File: src/rtl/bf_sched_pkg.sv
// bf_sched_pkg: shared constants and FSM encoding for the FFT butterfly sequencer
package bf_sched_pkg;
    localparam int CPLX_WIDTH   = 32;
    localparam int REAL_MSB     = 31;
    localparam int REAL_LSB     = 16;
    localparam int IMGN_MSB     = 15;
    localparam int IMGN_LSB     = 0;
    localparam int DEF_LOG2N    = 6;
    localparam int DEF_PIPE_LAT = 3;
    typedef enum logic [1:0] {
        IDLE  = 2'd0,
        RUN   = 2'd1,
        DRAIN = 2'd2,
        DONE  = 2'd3
    } state_t;
endpackage

File: src/rtl/bf_dly.sv
// bf_dly: valid+data shift register with synchronous clear
module bf_dly
    import bf_sched_pkg::*;
#(
    parameter int DEPTH = DEF_PIPE_LAT,
    parameter int W     = 2 * DEF_LOG2N
) (
    input  logic         clk,
    input  logic         rst,
    input  logic         d_vld,
    input  logic [W-1:0] d_data,
    output logic         q_vld,
    output logic [W-1:0] q_data
);
    logic [W:0] sr [DEPTH];
    // shift {valid, data} one slot per cycle; reset drops every pending write
    always_ff @(posedge clk) begin
        if (rst) begin
            for (int i = 0; i < DEPTH; i++) sr[i] <= '0;
        end else begin
            sr[0] <= {d_vld, d_data};
            for (int i = 1; i < DEPTH; i++) sr[i] <= sr[i-1];
        end
    end
    assign {q_vld, q_data} = sr[DEPTH-1];
endmodule

File: src/rtl/bf_sched.sv
// bf_sched: read/twiddle/write-back sequencer for an in-place radix-2 DIF FFT
module bf_sched
    import bf_sched_pkg::*;
#(
    parameter int LOG2N    = DEF_LOG2N,
    parameter int PIPE_LAT = DEF_PIPE_LAT,
    localparam int SW      = $clog2(LOG2N + 1)
) (
    input  logic             clk,
    input  logic             rst,
    input  logic             start,
    input  logic             inverse,
    output logic             busy,
    output logic             done,
    output logic             rd_en,
    output logic [LOG2N-1:0] rd_addr_a,
    output logic [LOG2N-1:0] rd_addr_b,
    output logic [LOG2N-2:0] tw_idx,
    output logic             tw_conj,
    output logic [SW-1:0]    stage,
    output logic             wr_en,
    output logic [LOG2N-1:0] wr_addr_a,
    output logic [LOG2N-1:0] wr_addr_b
);
    localparam int N  = 1 << LOG2N;
    localparam int DW = $clog2(PIPE_LAT + 1);
    state_t             state;
    logic [LOG2N-2:0]   j, j_n;
    logic [DW-1:0]      dc;
    logic [SW-1:0]      s_n;
    logic [LOG2N-1:0]   span_n, k_n, g_n, a_n;
    logic               more, dc_last, issue;
    logic [2*LOG2N-1:0] wr_data;
    // next butterfly to issue and its operand/twiddle addresses
    always_comb begin
        more    = stage < SW'(LOG2N - 1);
        dc_last = dc == DW'(PIPE_LAT - 1);
        issue   = (state == IDLE && start) || (state == RUN && !(&j)) || (state == DRAIN && dc_last && more);
        s_n     = state == DRAIN ? stage + SW'(1) : state == RUN ? stage : '0;
        j_n     = state == RUN ? j + (LOG2N-1)'(1) : '0;
        span_n  = LOG2N'(N >> (int'(s_n) + 1));
        k_n     = {1'b0, j_n} & (span_n - LOG2N'(1));
        g_n     = {1'b0, j_n} >> (LOG2N - 1 - int'(s_n));
        a_n     = (g_n << (LOG2N - int'(s_n))) | k_n;
    end
    // control FSM with registered read-side outputs
    always_ff @(posedge clk) begin
        if (rst) begin
            state     <= IDLE;
            j         <= '0;
            dc        <= '0;
            stage     <= '0;
            busy      <= 1'b0;
            done      <= 1'b0;
            tw_conj   <= 1'b0;
            rd_en     <= 1'b0;
            rd_addr_a <= '0;
            rd_addr_b <= '0;
            tw_idx    <= '0;
        end else begin
            case (state)
                IDLE: if (start) begin
                    state   <= RUN;
                    busy    <= 1'b1;
                    tw_conj <= inverse;
                end
                RUN: if (&j) begin
                    state <= DRAIN;
                    dc    <= '0;
                end
                DRAIN: begin
                    dc <= dc + DW'(1);
                    if (dc_last) begin
                        state <= more ? RUN : DONE;
                        done  <= !more;
                    end
                end
                default: begin
                    state <= IDLE;
                    busy  <= 1'b0;
                    done  <= 1'b0;
                    stage <= '0;
                end
            endcase
            rd_en <= issue;
            if (issue) begin
                j         <= j_n;
                stage     <= s_n;
                rd_addr_a <= a_n;
                rd_addr_b <= a_n | span_n;
                tw_idx    <= (LOG2N-1)'(k_n << s_n);
            end
        end
    end
    bf_dly #(.DEPTH(PIPE_LAT), .W(2 * LOG2N)) u_dly (
        .clk    (clk),
        .rst    (rst),
        .d_vld  (rd_en),
        .d_data ({rd_addr_a, rd_addr_b}),
        .q_vld  (wr_en),
        .q_data (wr_data)
    );
    assign {wr_addr_a, wr_addr_b} = wr_data;
endmodule

File: config.mk
export PLATFORM = sky130hd
export DESIGN_NAME = bf_sched
export DESIGN_NICKNAME = d
export VERILOG_FILES = /design/src/rtl/bf_sched_pkg.sv /design/src/rtl/bf_dly.sv /design/src/rtl/bf_sched.sv
export SDC_FILE = /design/constraint.sdc
export NUM_CORES = 1
export LEC_CHECK = 0
export ABC_AREA = 1
export CAP_MARGIN = 5
export CORE_UTILIZATION = 58
export CTS_BUF_LIST = sky130_fd_sc_hd__clkbuf_4
export CTS_CLUSTER_SIZE = 28
export DETAILED_ROUTE_END_ITERATION = 6
export HOLD_SLACK_MARGIN = 0.03
export PLACE_DENSITY_LB_ADDON = 0.1
export SYNTH_ARGS = -nofsm -noshare
export SYNTH_HDL_FRONTEND = slang
export SYNTH_HIERARCHICAL = 1
export SYNTH_SLANG_ARGS = --single-unit
File: constraint.sdc
create_clock -name clk -period 6.7 [get_ports clk]
set_input_delay 0.67 -clock clk [delete_from_list [all_inputs] [get_ports clk]]
set_output_delay 0.67 -clock clk [all_outputs]
set_load 0.005 [all_outputs]
# After elaboration in Yosys (flattened, before gate mapping)
# Memories as Yosys holds them, arrays and structs flattened.
# Index checks and enable logic that the tools add are counted.
dict set report op_classes {
  n_addsub 7
  magnitude_cmp 1
  eq_ne 7
  n_shift 4
  mux 22
  bitwise_logic 8
  n_reduce_logical 19
}
# cell n
set ops {}
lappend ops {{$mux 13} 3}
lappend ops {{$shl 6x32->6} 1}
lappend ops {{$shr 5x32->6} 1}
lappend ops {{$mux 3} 4}
lappend ops {{$or 6x6->6} 2}
lappend ops {{$mux 2} 5}
lappend ops {{$reduce_and 2->1} 4}
lappend ops {{$sub 3x3->4 const A} 2}
lappend ops {{$shr 7x4->6 const A} 1}
lappend ops {{$and 5x6->6} 1}
lappend ops {{$pmux 2 s3} 1}
lappend ops {{$shl 6x3->5} 1}
lappend ops {{$sub 6x1->6 const B} 1}
lappend ops {{$add 5x1->5 const B} 1}
lappend ops {{$mux 1} 5}
lappend ops {{$mux 5} 1}
lappend ops {{$reduce_and 5->1} 1}
lappend ops {{$add 3x1->4 const B} 1}
lappend ops {{$eq 2x2->1 const B} 2}
lappend ops {{$logic_and 1x1->1} 4}
lappend ops {{$ne 2x1->1 const B} 2}
lappend ops {{$ne 2x2->1 const B} 2}
lappend ops {{$pmux 1 s2} 2}
lappend ops {{$pmux 2 s2} 1}
lappend ops {{other kinds (13)} 19}
dict set report totals {
  register_bits 33
  ramBits 39
  in_bits 4
  out_inout_bits 37
  wordCells 80
  memories 1
}
# name depth word_bits read_ports rd_clocked_by_memory_dff write_ports line
set memory_table {}
lappend memory_table {u_dly.sr 3 13 3 0 3 bf_dly.sv:15} ;# logic [W:0] sr [DEPTH];

# Logic depth before layout (Yosys ltp)
# Gate-level depths: netlist of the first run.
dict set report depth {
  depth_word 9
  depth_mapped 22
  mapped_depth_nobuf 21
}

# By module
# The synthesis of the first run kept the hierarchy.
# mod instances cells_per_inst area_per_inst_um2 seq_area_each_um2
set modules_own_cells {}
lappend modules_own_cells {bf_sched 1 305 2128.3 660.6}
lappend modules_own_cells {bf_dly 1 133 1196.1 780.7}

# Least setup slack after synthesis of the first run
# Ideal clock, no wire load.
dict set report synth_timing {
  path_kind {register to register}
  from {reg state[0]}
  to {reg tw_idx[4]}
  setup_time_ns 0.115
  t_arrival_ns 2.477
  required_ns 6.585
  slack_ns 4.108
  path_stages_with_launch 19
  synth_period_minus_slack_ns 2.592
  cell_sequence {dfxtp_1 > inv_1 > ha_1 > inv_2 > nand2_2 > nand2_4 > buf_2 > ha_1 > inv_1 > nor2_1 > inv_1 > ha_1 > or2_1 > nand3b_1 > nand2_1 > o21ai_1 > o211ai_1 > o21ai_1 > o21ai_2}
}
dict set report synth_between {
  elab_chain_len 8
  elab_cells_between_ends 17
}
# item line
set synth_lines {}
lappend synth_lines {{start: declaration} bf_sched.sv:27} ;# state_t state;
lappend synth_lines {{start signal: assignment} bf_sched.sv:74} ;# state <= more ? RUN : DONE;
lappend synth_lines {{$eq 2x1->1} {bf_sched.sv:38, bf_sched.sv:39, bf_sched.sv:40}}
lappend synth_lines {{$mux 3 (2 in a row)} bf_sched.sv:39} ;# s_n = state == DRAIN ? stage + SW'(1) : state == RUN ? stage : '0;
lappend synth_lines {{$add 3x1->4} bf_sched.sv:41} ;# span_n = LOG2N'(N >> (int'(s_n) + 1));
lappend synth_lines {{$shr 7x4->6} bf_sched.sv:41}
lappend synth_lines {{$sub 6x1->6} bf_sched.sv:42} ;# k_n = {1'b0, j_n} & (span_n - LOG2N'(1));
lappend synth_lines {{$and 5x6->6} bf_sched.sv:42}
lappend synth_lines {{$shl 6x3->5} bf_sched.sv:91} ;# tw_idx <= (LOG2N-1)'(k_n << s_n);
lappend synth_lines {{end signal: assignment} bf_sched.sv:91}
lappend synth_lines {{end: declaration} bf_sched.sv:18} ;# output logic [LOG2N-2:0] tw_idx,
# Parallel ways exist; a longest one is shown, timed or not.
# A chain may end at the register's enable or synchronous reset.

# Worst setup path after layout of the first run
dict set report layout_timing {
  from {reg state[0]}
  to {reg tw_idx[3]}
}
# The elaborated chain is that of the path after synthesis.

==> results of run 1 <==
[flip-flops by register name, summed over array words and instances, names as in the netlist]
signal and cells:
tw_conj 1, tw_idx 5, busy 1, u_dly/sr 39, state 2, done 1
j 5, dc 2, rd_en 1, rd_addr_a 6, stage 3, rd_addr_b 6
[per-stage QoR]
stage | total power, W | hold WS, ns | area, um2
floorplan | 0.001049 | 0.3883 | 3324
global placement | 0.001233 | 0.3885 | 3637
detailed placement | 0.001242 | 0.3916 | 3637
CTS | 0.001590 | 0.3983 | 3824
global route | 0.001711 | 0.4007 | 3824
finish | 0.001584 | 0.4033 | 3824
[power by group through the flow]
stage / Clock, W / Combinational, W / Sequential [W]
2_1_floorplan: 0 / 0.000468 / 0.000581
3_3_place_gp: 0 / 0.000648 / 0.000585
3_5_place_dp: 0 / 0.000655 / 0.000588
4_1_cts: 0.000351 / 0.000660 / 0.000578
5_1_grt: 0.000371 / 0.000751 / 0.000590
6_report: 0.000343 / 0.000664 / 0.000578
[kinds of logic (layout without fill, tap and decap cells)]
| kind of cell | after synthesis | count (layout) | share of synthesized area |
|---|---|---|---|
| AOI/OAI and AO/OA | 70 | 70 | 0.1242 |
| xor gates and xnor gates | 1 | 1 | 0.008281 |
| adders and majority gates | 16 | 16 | 0.06022 |
| buffers and inverters | 103 | 134 | 0.1415 |
| DFF | 72 | 72 | 0.4336 |
| and+or+nand+nor | 176 | 176 | 0.2322 |
[area by class of cell]
class	count	share of cell area
Sequential cell	72	0.3770
Multi-Input combinational cell	263	0.3694
Timing Repair Buffer	40	0.1034
Inverter	78	0.07788
Clock inverter	7	0.03109
Clock buffer	9	0.01767
Tap cell	72	0.02356
[path summary, 6_finish.rpt]
kind | from | endpoint | cells after the start
setup reg to reg | state[0] | tw_idx[3] | 14
hold reg to reg | u_dly/sr[0][13] | u_dly/sr[0][26] | 2
setup / recovery | state[0] | tw_idx[3] | 14
hold / removal | u_dly/sr[0][13] | u_dly/sr[0][26] | 2
[layout by cell type, fill, tap and decap left out, drive strengths merged, types with 3 or more instances in the layout]
master          n
a21oi          27
bufinv          3
clkbuf          9
clkdlybuf4s50  39
clkinv          3
dfxtp          72
ha             16
inv            78
nand2          64
nand3          28
nand4           5
nor2           68
nor3            3
o211ai          7
o21ai          30
or2             6
[worst reg2reg max path, stage by stage (launching register included)]
cell and delay (ns):
dfxtp_1 0.36, inv_1 0.12, ha_1 0.31, inv_2 0.14, o21ai_2 0.50, ha_1 0.28, inv_1 0.04, nor2_1 0.15
inv_1 0.09, ha_1 0.21, or2_1 0.23, nand3b_1 0.18, o21ai_0 0.11, o221ai_1 0.30, a21oi_1 0.10
[layer usage]
layer	vias to the layer above	track usage	share of wire
met1	1220	0.3024	0.46
met3	17	0.06588	0.055
li1	1426	-	-
met5	-	0	0
met2	74	0.4000	0.47
met4	0	0.1000	0.020
==> impl_metrics.py, run 1 <==
metrics = {
    "status": {
        "outcome": "complete, no violations",
    },
    "clocking": {
        "cts_htree_levels": 3,
        "cts_tree": "yes",
        "clockBufferDepth": 2,
        "post_cts_resized": 0,
        "cts.clk_slew.worst_paths_ns": 0.12,
        "hold_buffers": 0,
        "root_buffer": "clkbuf_4",
        "clock_latency_ns": 0.41,
        "cts_setup_buffers": 0,
        "cts_num_sinks": 72,
        "cts-buffers-inserted": 9,
    },
    "synthesis": {
        "ys_ff_latch": 72,
        "synthesis.area_mm2": 0.003324,
        "synth_top_cells_by_count": "72 x dfxtp_1, 70 x inv_1, 66 x nor2_1",
        "ys_seq_area_frac": 0.4336,
        "synthFlopType": "dfxtp_1",
        "synth_nets": 458,
        "synth_cells": 438,
        "synth-edff-count": 0,
        "synth.distinct_cells": 35,
        "post-synth-top-count-cell": "dfxtp_1",
        "avgSynthCellArea_um2": 7.590,
        "yosysWarnings": 6,
        "synth_top_area_frac": 0.4336,
        "ys_async_sr_fraction": 0,
        "synth_area_leader_cell": "dfxtp_1",
        "synth_area_leaders": "dfxtp_1 43%, inv_1 7.9%, nor2_1 7.5%, nand2_1 6.5%, ha_1 6.0%",
    },
    "place": {
        "dp.final_hpwl_um": 4573,
        "dp_slack_ns": 3.560,
        "io_buffers": 40,
        "gpl.final_weighted_congestion": 0.8815,
        "dp.cells": 525,
    },
    "min_path": {
        "worstHoldPathType": "reg -> reg",
    },
    "detailed_routing": {
        "drc_errors": 0,
        "detailedRoute.firstPassIterationCount": 6,
        "first_iter_violations": 153,
        "routed_wl_um": 6674,
        "drt-wirelength-per-cell_um": 12.34,
        "postRouteAntennaNets": 0,
        "routed_via_density": 5.059,
        "via_count": 2737,
    },
    "floorplanning": {
        "start_util": 0.6037,
        "fp.dieW_um": 77.71,
        "ios": 41,
        "die_height_um": 77.71,
        "num_rows": 27,
        "die_area_mm2": 0.006039,
        "coreArea_mm2": 0.005507,
    },
    "sta": {
        "finalSetupViolCount": 0,
        "tns_ns": 0,
        "clock_skew_ns": 0.01424,
        "max-slew-margin-rel": 0.3816,
        "timing.final.crit_share": 0.4881,
        "slew_violations": 0,
        "tightestPinTransition_ns": 0.9276,
        "fmax_mhz": 305.8,
        "grt_setup_unrepaired": "no",
        "period_minus_slack_ns": 3.270,
        "setup_ws_ns": 3.430,
        "hold_violations": 0,
    },
    "final_layout": {
        "drive_gt1_frac": 0.09595,
        "multi_input_area_mm2": 0.001413,
        "final_core_util": 0.6944,
        "regArea_mm2": 0.001441,
        "final_nets": 484,
        "antenna_cells": 0,
        "fill_cells": 445,
        "stdcell_count": 541,
        "syn2layout_area_growth_pct": 15.02,
    },
    "global_routing": {
        "grt_antenna_before_repair": 0,
        "grt.total_usage": 0.2441,
        "gr-total-overflow": 0,
        "grt_pass1_wl_um": 11300,
        "grt_max_degree": 55,
        "grt_pass1_vias": 2486,
    },
    "critical_path": {
        "critPathTopFamily": "compound AO/OA/AOI/OAI gates",
        "max_stage_delay_ns": 0.50,
        "crit_arrival_ns": 3.53,
        "path_cells": "inv_1 -> ha_1 -> inv_2 -> o21ai_2 -> ha_1 -> inv_1 -> nor2_1 -> inv_1 -> ha_1 -> or2_1 -> nand3b_1 -> o21ai_0 -> o221ai_1 -> a21oi_1",
        "endpoint_kind": "register",
        "cp_data_required_time_ns": 6.96,
        "crit_buf_inv": 4,
        "crit_fanout": 14,
        "reg2reg_slack_ns": 3.43,
        "slowest_stage": "o21ai_2",
        "cp-start-kind": "register",
        "path_class": "reg -> reg",
    },
    "power_and_ir_drop": {
        "clkPwrFrac": 0.216,
        "vdd_drop_max_mv": 0.2318,
        "switchingPower_w": 0.0006121,
        "pwr_density_cell_mw_per_mm2": 414.4,
        "swShare": 0.3863,
        "comb_power_share": 0.419,
        "p_leak_nw": 1.660,
        "seqPwrFrac": 0.365,
        "p_int_w": 0.0009723,
    },
    "flow_run": {
        "drv_cap": 0,
    },
}
No activity file was read; power rests on OpenSTA's default activity.
==> inputs of run 2 (changes only) <==
--- a/config.mk
+++ b/config.mk
@@ -7,7 +7,7 @@
 export LEC_CHECK = 0
 export ABC_AREA = 1
 export CAP_MARGIN = 5
-export CORE_UTILIZATION = 58
+export CORE_UTILIZATION = 52
 export CTS_BUF_LIST = sky130_fd_sc_hd__clkbuf_4
 export CTS_CLUSTER_SIZE = 28
 export DETAILED_ROUTE_END_ITERATION = 6
==> constraint.sdc (replaced) <==
create_clock -name clk -period 2.7 [get_ports clk]
set_input_delay 0.27 -clock clk [delete_from_list [all_inputs] [get_ports clk]]
set_output_delay 0.27 -clock clk [all_outputs]
set_load 0.005 [all_outputs]
==> run 2 against run 1 <==
Against the previous run:
- worst hold slack got worse by 0.22 ns
- clock-buffer cell count unchanged
- fmax increased by 29%
- setup slack got worse by 3.3 ns
- final cell count increased by 4.6%
- sequential cell count unchanged
- sequential power increased to 2.5 times the previous value
- cell area increased by 4.8%
- critical path type unchanged
- critical endpoint is now rd_addr_b[2]
- largest cell class is now multi-input gates
- largest power group unchanged
==> impl_metrics.py, run 2 (synthesis gave the netlist of run 1 again) <==
metrics = {
    "power_and_ir_drop": {
        "vdd_drop_max_mv": 0.4882,
        "finalPower_w": 0.003976,
        "pwr_density_cell_mw_per_mm2": 992.4,
        "p_leak_nw": 1.740,
    },
    "detailed_routing": {
        "drc_errors": 0,
        "routed_wl_um": 6847,
        "detailedRoute.firstPassIterationCount": 4,
        "postRouteAntennaNets": 0,
        "routed_via_density": 4.889,
        "first_iter_violations": 117,
        "via_count": 2767,
        "drt-wirelength-per-cell_um": 12.10,
    },
    "floorplanning": {
        "die_area_mm2": 0.006717,
        "num_rows": 28,
        "fp.dieW_um": 81.96,
        "coreArea_mm2": 0.006026,
        "ios": 41,
        "die_height_um": 81.96,
        "start_util": 0.5517,
    },
    "global_routing": {
        "grt.total_usage": 0.2185,
        "grtUsageMet2": 0.3380,
        "gr-usage-met3": 0.05444,
        "top_usage_layer": "met2",
        "grt_antenna_before_repair": 0,
        "grt_pass1_wl_um": 11030,
        "grt_max_degree": 46,
        "use_met1": 0.2930,
        "grt_pass1_vias": 2360,
        "gr-total-overflow": 0,
    },
    "critical_path": {
        "cpMostUsedCell": "nand3_1",
        "crit_arrival_ns": 2.84,
        "critPathTopFamily": "simple AND/OR/NAND/NOR gates",
        "max_stage_delay_ns": 0.41,
        "path_cells": "inv_4 -> ha_4 -> buf_4 -> nand3_1 -> nand3_2 -> inv_2 -> ha_2 -> inv_2 -> buf_4 -> buf_4 -> nand2_1 -> a21oi_2 -> nand3_1 -> nand2_1 -> o211ai_1 -> nand3_1 -> nand3_1 -> inv_1",
        "cp_data_required_time_ns": 3.00,
        "reg2reg_slack_ns": 0.16,
        "crit_fanout": 6,
        "cp-start-kind": "register",
        "crit_buf_inv": 7,
        "path_class": "reg -> reg",
        "endpoint_kind": "register",
        "slowest_stage": "dfxtp_4",
    },
    "sta": {
        "finalSetupViolCount": 0,
        "setup_ws_ns": 0.1556,
        "tightestPinTransition_ns": 0.5802,
        "fmax_mhz": 393.0,
        "timing.final.crit_share": 0.9424,
        "slew_violations": 0,
        "period_minus_slack_ns": 2.544,
        "hold_violations": 0,
        "max-slew-margin-rel": 0.6127,
        "clock_skew_ns": 0.01692,
        "tns_ns": 0,
    },
    "final_layout": {
        "largest_register": "u_dly/sr",
        "syn2layout_area_growth_pct": 20.51,
        "drive_gt1_frac": 0.1629,
        "stdcell_count": 566,
        "antenna_cells": 0,
        "final_cell_mix": "70 x dfxtp_1, 67 x inv_1, 65 x nor2_1",
        "largest_reg_flops": 39,
        "final_core_util": 0.6649,
        "final_nets": 506,
        "final_common_cell": "dfxtp_1",
        "largestRegisters": "u_dly/sr: 39 flops, rd_addr_a: 6 flops, rd_addr_b: 6 flops",
        "fill_cells": 526,
    },
    "clocking": {
        "cts_htree_levels": 3,
        "clock_latency_ns": 0.41,
        "root_buffer": "clkbuf_4",
        "cts-buffers-inserted": 9,
        "hold_buffers": 0,
        "cts.clk_slew.worst_paths_ns": 0.13,
        "cts_num_sinks": 72,
        "cts_tree": "yes",
        "clockBufferDepth": 2,
    },
    "place": {
        "dp.cells": 548,
        "io_buffers": 40,
        "dp.final_hpwl_um": 5054,
        "gpl.final_weighted_congestion": 0.9705,
        "dp_slack_ns": 0.03418,
    },
    "flow_run": {
        "drv_cap": 0,
    },
    "status": {
        "outcome": "complete, no violations",
    },
    "min_path": {
        "worstHoldPathType": "in -> reg",
    },
}
==> run 2: cell types whose count changed in the layout (fill, tap and decap cells not counted), moves of 2 or more <==
| cell | before | now |
|---|---|---|
| inv_1 | 70 | 67 |
| nand2_2 | 5 | 7 |
| ha_4 | 0 | 2 |
| dfxtp_1 | 72 | 70 |
| ha_1 | 16 | 13 |
| buf_4 | 0 | 22 |
| inv_4 | 0 | 2 |
| bufinv_16 | 3 | 1 |
| nand2_1 | 58 | 56 |
==> run 2: layer usage <==
| metal | part of all wire | vias up |
|---|---|---|
| met3 | 0.044 | 8 |
| li1 | - | 1470 |
| met5 | 0 | - |
| met1 | 0.48 | 1228 |
| met4 | 0.014 | 0 |
| met2 | 0.46 | 61 |
==> run 2: timing repair <==
item / CTS / global route
pin swaps: 0 / 4
endpoints found under the setup margin: 1 / 16
gates resized for setup: 1 / 18
buffers inserted: 0 / 2
hold endpoints to repair: 0 / 0
==> run 2: path summary, 6_finish.rpt <==
| path | cells after the start | end | startpoint |
|---|---|---|---|
| setup reg to reg | 18 | rd_addr_b[2] | state[0] |
| hold / removal | 2 | dc[1] | rst |
| setup / recovery | 18 | rd_addr_b[2] | state[0] |
| hold reg to reg | 2 | u_dly/sr[0][14] | u_dly/sr[0][1] |
==> run 2: worst register-to-register path, stage by stage (launching register included) <==
cell and delay, ns:
dfxtp_4 0.41, inv_4 0.05, ha_4 0.16, buf_4 0.15, nand3_1 0.09, nand3_2 0.10
inv_2 0.07, ha_2 0.20, inv_2 0.06, buf_4 0.13, buf_4 0.12, nand2_1 0.10
a21oi_2 0.05, nand3_1 0.08, nand2_1 0.08, o211ai_1 0.30, nand3_1 0.14, nand3_1 0.09
inv_1 0.04
==> run 2: final cells by class <==
class	instances	area [um2]	share of cell area
Sequential cell	72	1446	0.3610
Timing Repair Buffer	62	560.5	0.1399
Tap cell	75	93.84	0.02342
Multi-Input combinational cell	263	1464	0.3654
Inverter	78	302.8	0.07558
Clock buffer	9	67.56	0.01686
Clock inverter	7	71.32	0.01780
==> run 2: stage by stage <==
| step | area (um2) | hold WS (ns) |
|---|---|---|
| floorplan | 3324 | 0.3485 |
| global placement | 3791 | 0.3884 |
| detailed placement | 3791 | 0.3949 |
| CTS | 3931 | 0.1588 |
| global route | 4006 | 0.1573 |
| finish | 4006 | 0.1812 |
==> run 2: power breakdown <==
part | internal, W | switching, W
registers | 0.00130 | 0.000150
logic | 0.000799 | 0.00106
clock network | 0.000282 | 0.000379
==> inputs of run 3 (changes only) <==
--- a/config.mk
+++ b/config.mk
@@ -7,7 +7,7 @@
 export LEC_CHECK = 0
 export ABC_AREA = 1
 export CAP_MARGIN = 5
-export CORE_UTILIZATION = 52
+export CORE_UTILIZATION = 57
 export CTS_BUF_LIST = sky130_fd_sc_hd__clkbuf_4
 export CTS_CLUSTER_SIZE = 28
 export DETAILED_ROUTE_END_ITERATION = 6
==> constraint.sdc (replaced) <==
create_clock -name clk -period 2.9 [get_ports clk]
set_input_delay 0.29 -clock clk [delete_from_list [all_inputs] [get_ports clk]]
set_output_delay 0.29 -clock clk [all_outputs]
set_load 0.005 [all_outputs]
==> run 3 against run 2 <==
Against the previous run:
- clock skew decreased by 0.0050 ns
- critical path depth decreased by 4
- clock power increased by 23%
- clock-buffer cell count increased by 1
- register-to-register slack improved by 0.06 ns
- die area decreased by 8.6%
- via count increased by 1.1%
- sequential share of layout area increased by 0.37 points
- worst hold slack improved by 0.065 ns
- sequential cell count unchanged
- final cell count decreased by 1.9%
- largest power group unchanged
- highest routed layer unchanged
==> impl_metrics.py, run 3 (synthesis gave the netlist of run 1 again) <==
metrics = {
    "status": {
        "outcome": "complete, no violations",
    },
    "clocking": {
        "cts_htree_levels": 3,
        "hold_buffers": 0,
        "root_buffer": "clkbuf_4",
        "clockBufferDepth": 2,
        "cts-buffers-inserted": 9,
        "cts_num_sinks": 72,
        "cts_tree": "yes",
        "clock_latency_ns": 0.42,
        "cts.clk_slew.worst_paths_ns": 0.12,
    },
    "global_routing": {
        "grt_pass1_wl_um": 12110,
        "grt_max_degree": 41,
        "grt_pass1_vias": 2597,
        "grt_antenna_before_repair": 0,
        "gr-total-overflow": 0,
        "grt.total_usage": 0.2547,
    },
    "final_layout": {
        "largest_reg_flops": 39,
        "antenna_cells": 0,
        "final_cell_mix": "71 x dfxtp_1, 70 x inv_1, 66 x nor2_1",
        "final_common_cell": "dfxtp_1",
        "drive_gt1_frac": 0.1346,
        "final_nets": 498,
        "stdcell_count": 555,
        "largestRegisters": "u_dly/sr: 39 flops, rd_addr_a: 6 flops, rd_addr_b: 6 flops",
        "syn2layout_area_growth_pct": 18.97,
        "largest_register": "u_dly/sr",
    },
    "detailed_routing": {
        "detailedRoute.firstPassIterationCount": 4,
        "routed_via_density": 5.040,
        "routed_wl_um": 7043,
        "postRouteAntennaNets": 0,
        "drc_errors": 0,
        "drt-wirelength-per-cell_um": 12.69,
        "first_iter_violations": 111,
        "via_count": 2797,
    },
    "floorplanning": {
        "coreArea_mm2": 0.005574,
        "die_height_um": 78.37,
        "start_util": 0.5964,
        "fp.dieW_um": 78.37,
        "num_rows": 27,
        "ios": 41,
        "die_area_mm2": 0.006142,
    },
    "power_and_ir_drop": {
        "p_int_w": 0.002365,
        "pwr_density_cell_mw_per_mm2": 976.9,
        "switchingPower_w": 0.001499,
        "p_leak_nw": 1.729,
        "comb_power_share": 0.443,
        "seqPwrFrac": 0.346,
        "clkPwrFrac": 0.211,
        "vdd_drop_max_mv": 0.4976,
        "swShare": 0.3878,
    },
    "sta": {
        "timing.final.crit_share": 0.9267,
        "fmax_mhz": 372.1,
        "setup_ws_ns": 0.2126,
        "tightestPinTransition_ns": 0.5932,
        "grt_setup_unrepaired": "no",
        "hold_violations": 0,
        "tns_ns": 0,
        "slew_violations": 0,
        "period_minus_slack_ns": 2.687,
        "holdWs_ns": 0.2462,
        "finalSetupViolCount": 0,
        "max-slew-margin-rel": 0.6041,
        "clock_skew_ns": 0.01192,
    },
    "place": {
        "dp.final_hpwl_um": 5050,
        "io_buffers": 40,
        "dp.cells": 538,
        "dp_slack_ns": 0.1803,
        "gpl.final_weighted_congestion": 0.9045,
    },
    "critical_path": {
        "critPathTopFamily": "adder cells",
        "path_cells": "ha_1 -> o21ai_4 -> ha_2 -> inv_1 -> nor2_1 -> inv_1 -> ha_1 -> or2_1 -> nand3b_1 -> nand2_1 -> o21ai_1 -> nand2_1 -> o211ai_1 -> a21oi_1",
        "cp-start-kind": "register",
        "crit_buf_inv": 2,
        "path_class": "reg -> reg",
        "crit_fanout": 8,
        "slowest_stage": "dfxtp_1",
        "endpoint_kind": "register",
        "max_stage_delay_ns": 0.47,
        "crit_arrival_ns": 2.99,
        "cp_data_required_time_ns": 3.20,
    },
    "flow_run": {
        "drv_cap": 0,
    },
    "min_path": {
        "worstHoldPathType": "in -> reg",
    },
}
==> run 3: changes by cell type in the layout (fill, tap and decap cells not counted), moves of 2 or more <==
cell       delta
nand2_2       -2
buf_4         -8
inv_2         -2
bufinv_16     +2
nand2_1       +2
ha_2          +2
ha_4          -2
inv_1         +3
==> run 3: area by class of cell <==
cell class,count,area [um2]
clock inverter,6,115.1
clock buffer,10,75.07
tap,72,90.09
inverter,78,300.3
fill,471,1619
multi-input combinational,263,1431
timing repair buffer,54,500.5
sequential,72,1443
==> run 3: per-stage QoR <==
stage,power [W],area (um2),utilization
4_1_cts,0.003839,3925,0.7042
6_report,0.003864,3955,0.7095
2_1_floorplan,0.002424,3324,-
3_5_place_dp,0.003010,3735,0.6700
5_1_grt,0.004165,3955,0.7095
3_3_place_gp,0.002977,3735,0.6700
==> run 3: path summary, 6_finish.rpt <==
| path | startpoint | endpoint | slack [ns] | depth (start not counted) |
|---|---|---|---|---|
| max | stage[0] | tw_idx[2] | 0.21 | 14 |
| min | rst | u_dly/sr[0][1] | 0.25 | 2 |
| max reg2reg | stage[0] | tw_idx[2] | 0.21 | 14 |
| min reg2reg | u_dly/sr[0][11] | u_dly/sr[0][24] | 0.40 | 2 |
==> run 3: per-layer routing <==
metal  vias up  track usage  share of wire
met1      1267       0.3124           0.46
met3         9      0.07093          0.045
li1       1453            -              -
met5         -            0              0
met4         0      0.07593          0.016
met2        68       0.4333           0.47
==> run 3: power groups by stage <==
| stage | Combinational (W) | Clock (W) | Sequential (W) |
|---|---|---|---|
| final | 0.00171 | 0.000814 | 0.00134 |
| after detailed placement | 0.00165 | 0 | 0.00136 |
| after CTS | 0.00167 | 0.000834 | 0.00134 |
| after global routing | 0.00192 | 0.000885 | 0.00136 |
| after global placement | 0.00163 | 0 | 0.00135 |
| after floorplan | 0.00108 | 0 | 0.00134 |
==> run 3: timing repair <==
| action | in CTS | in global routing |
|---|---|---|
| hold endpoints to repair | 0 | 0 |
| endpoints found under the setup margin | 0 | 8 |
| resized for setup | 0 | 7 |
| setup buffers | 0 | 1 |
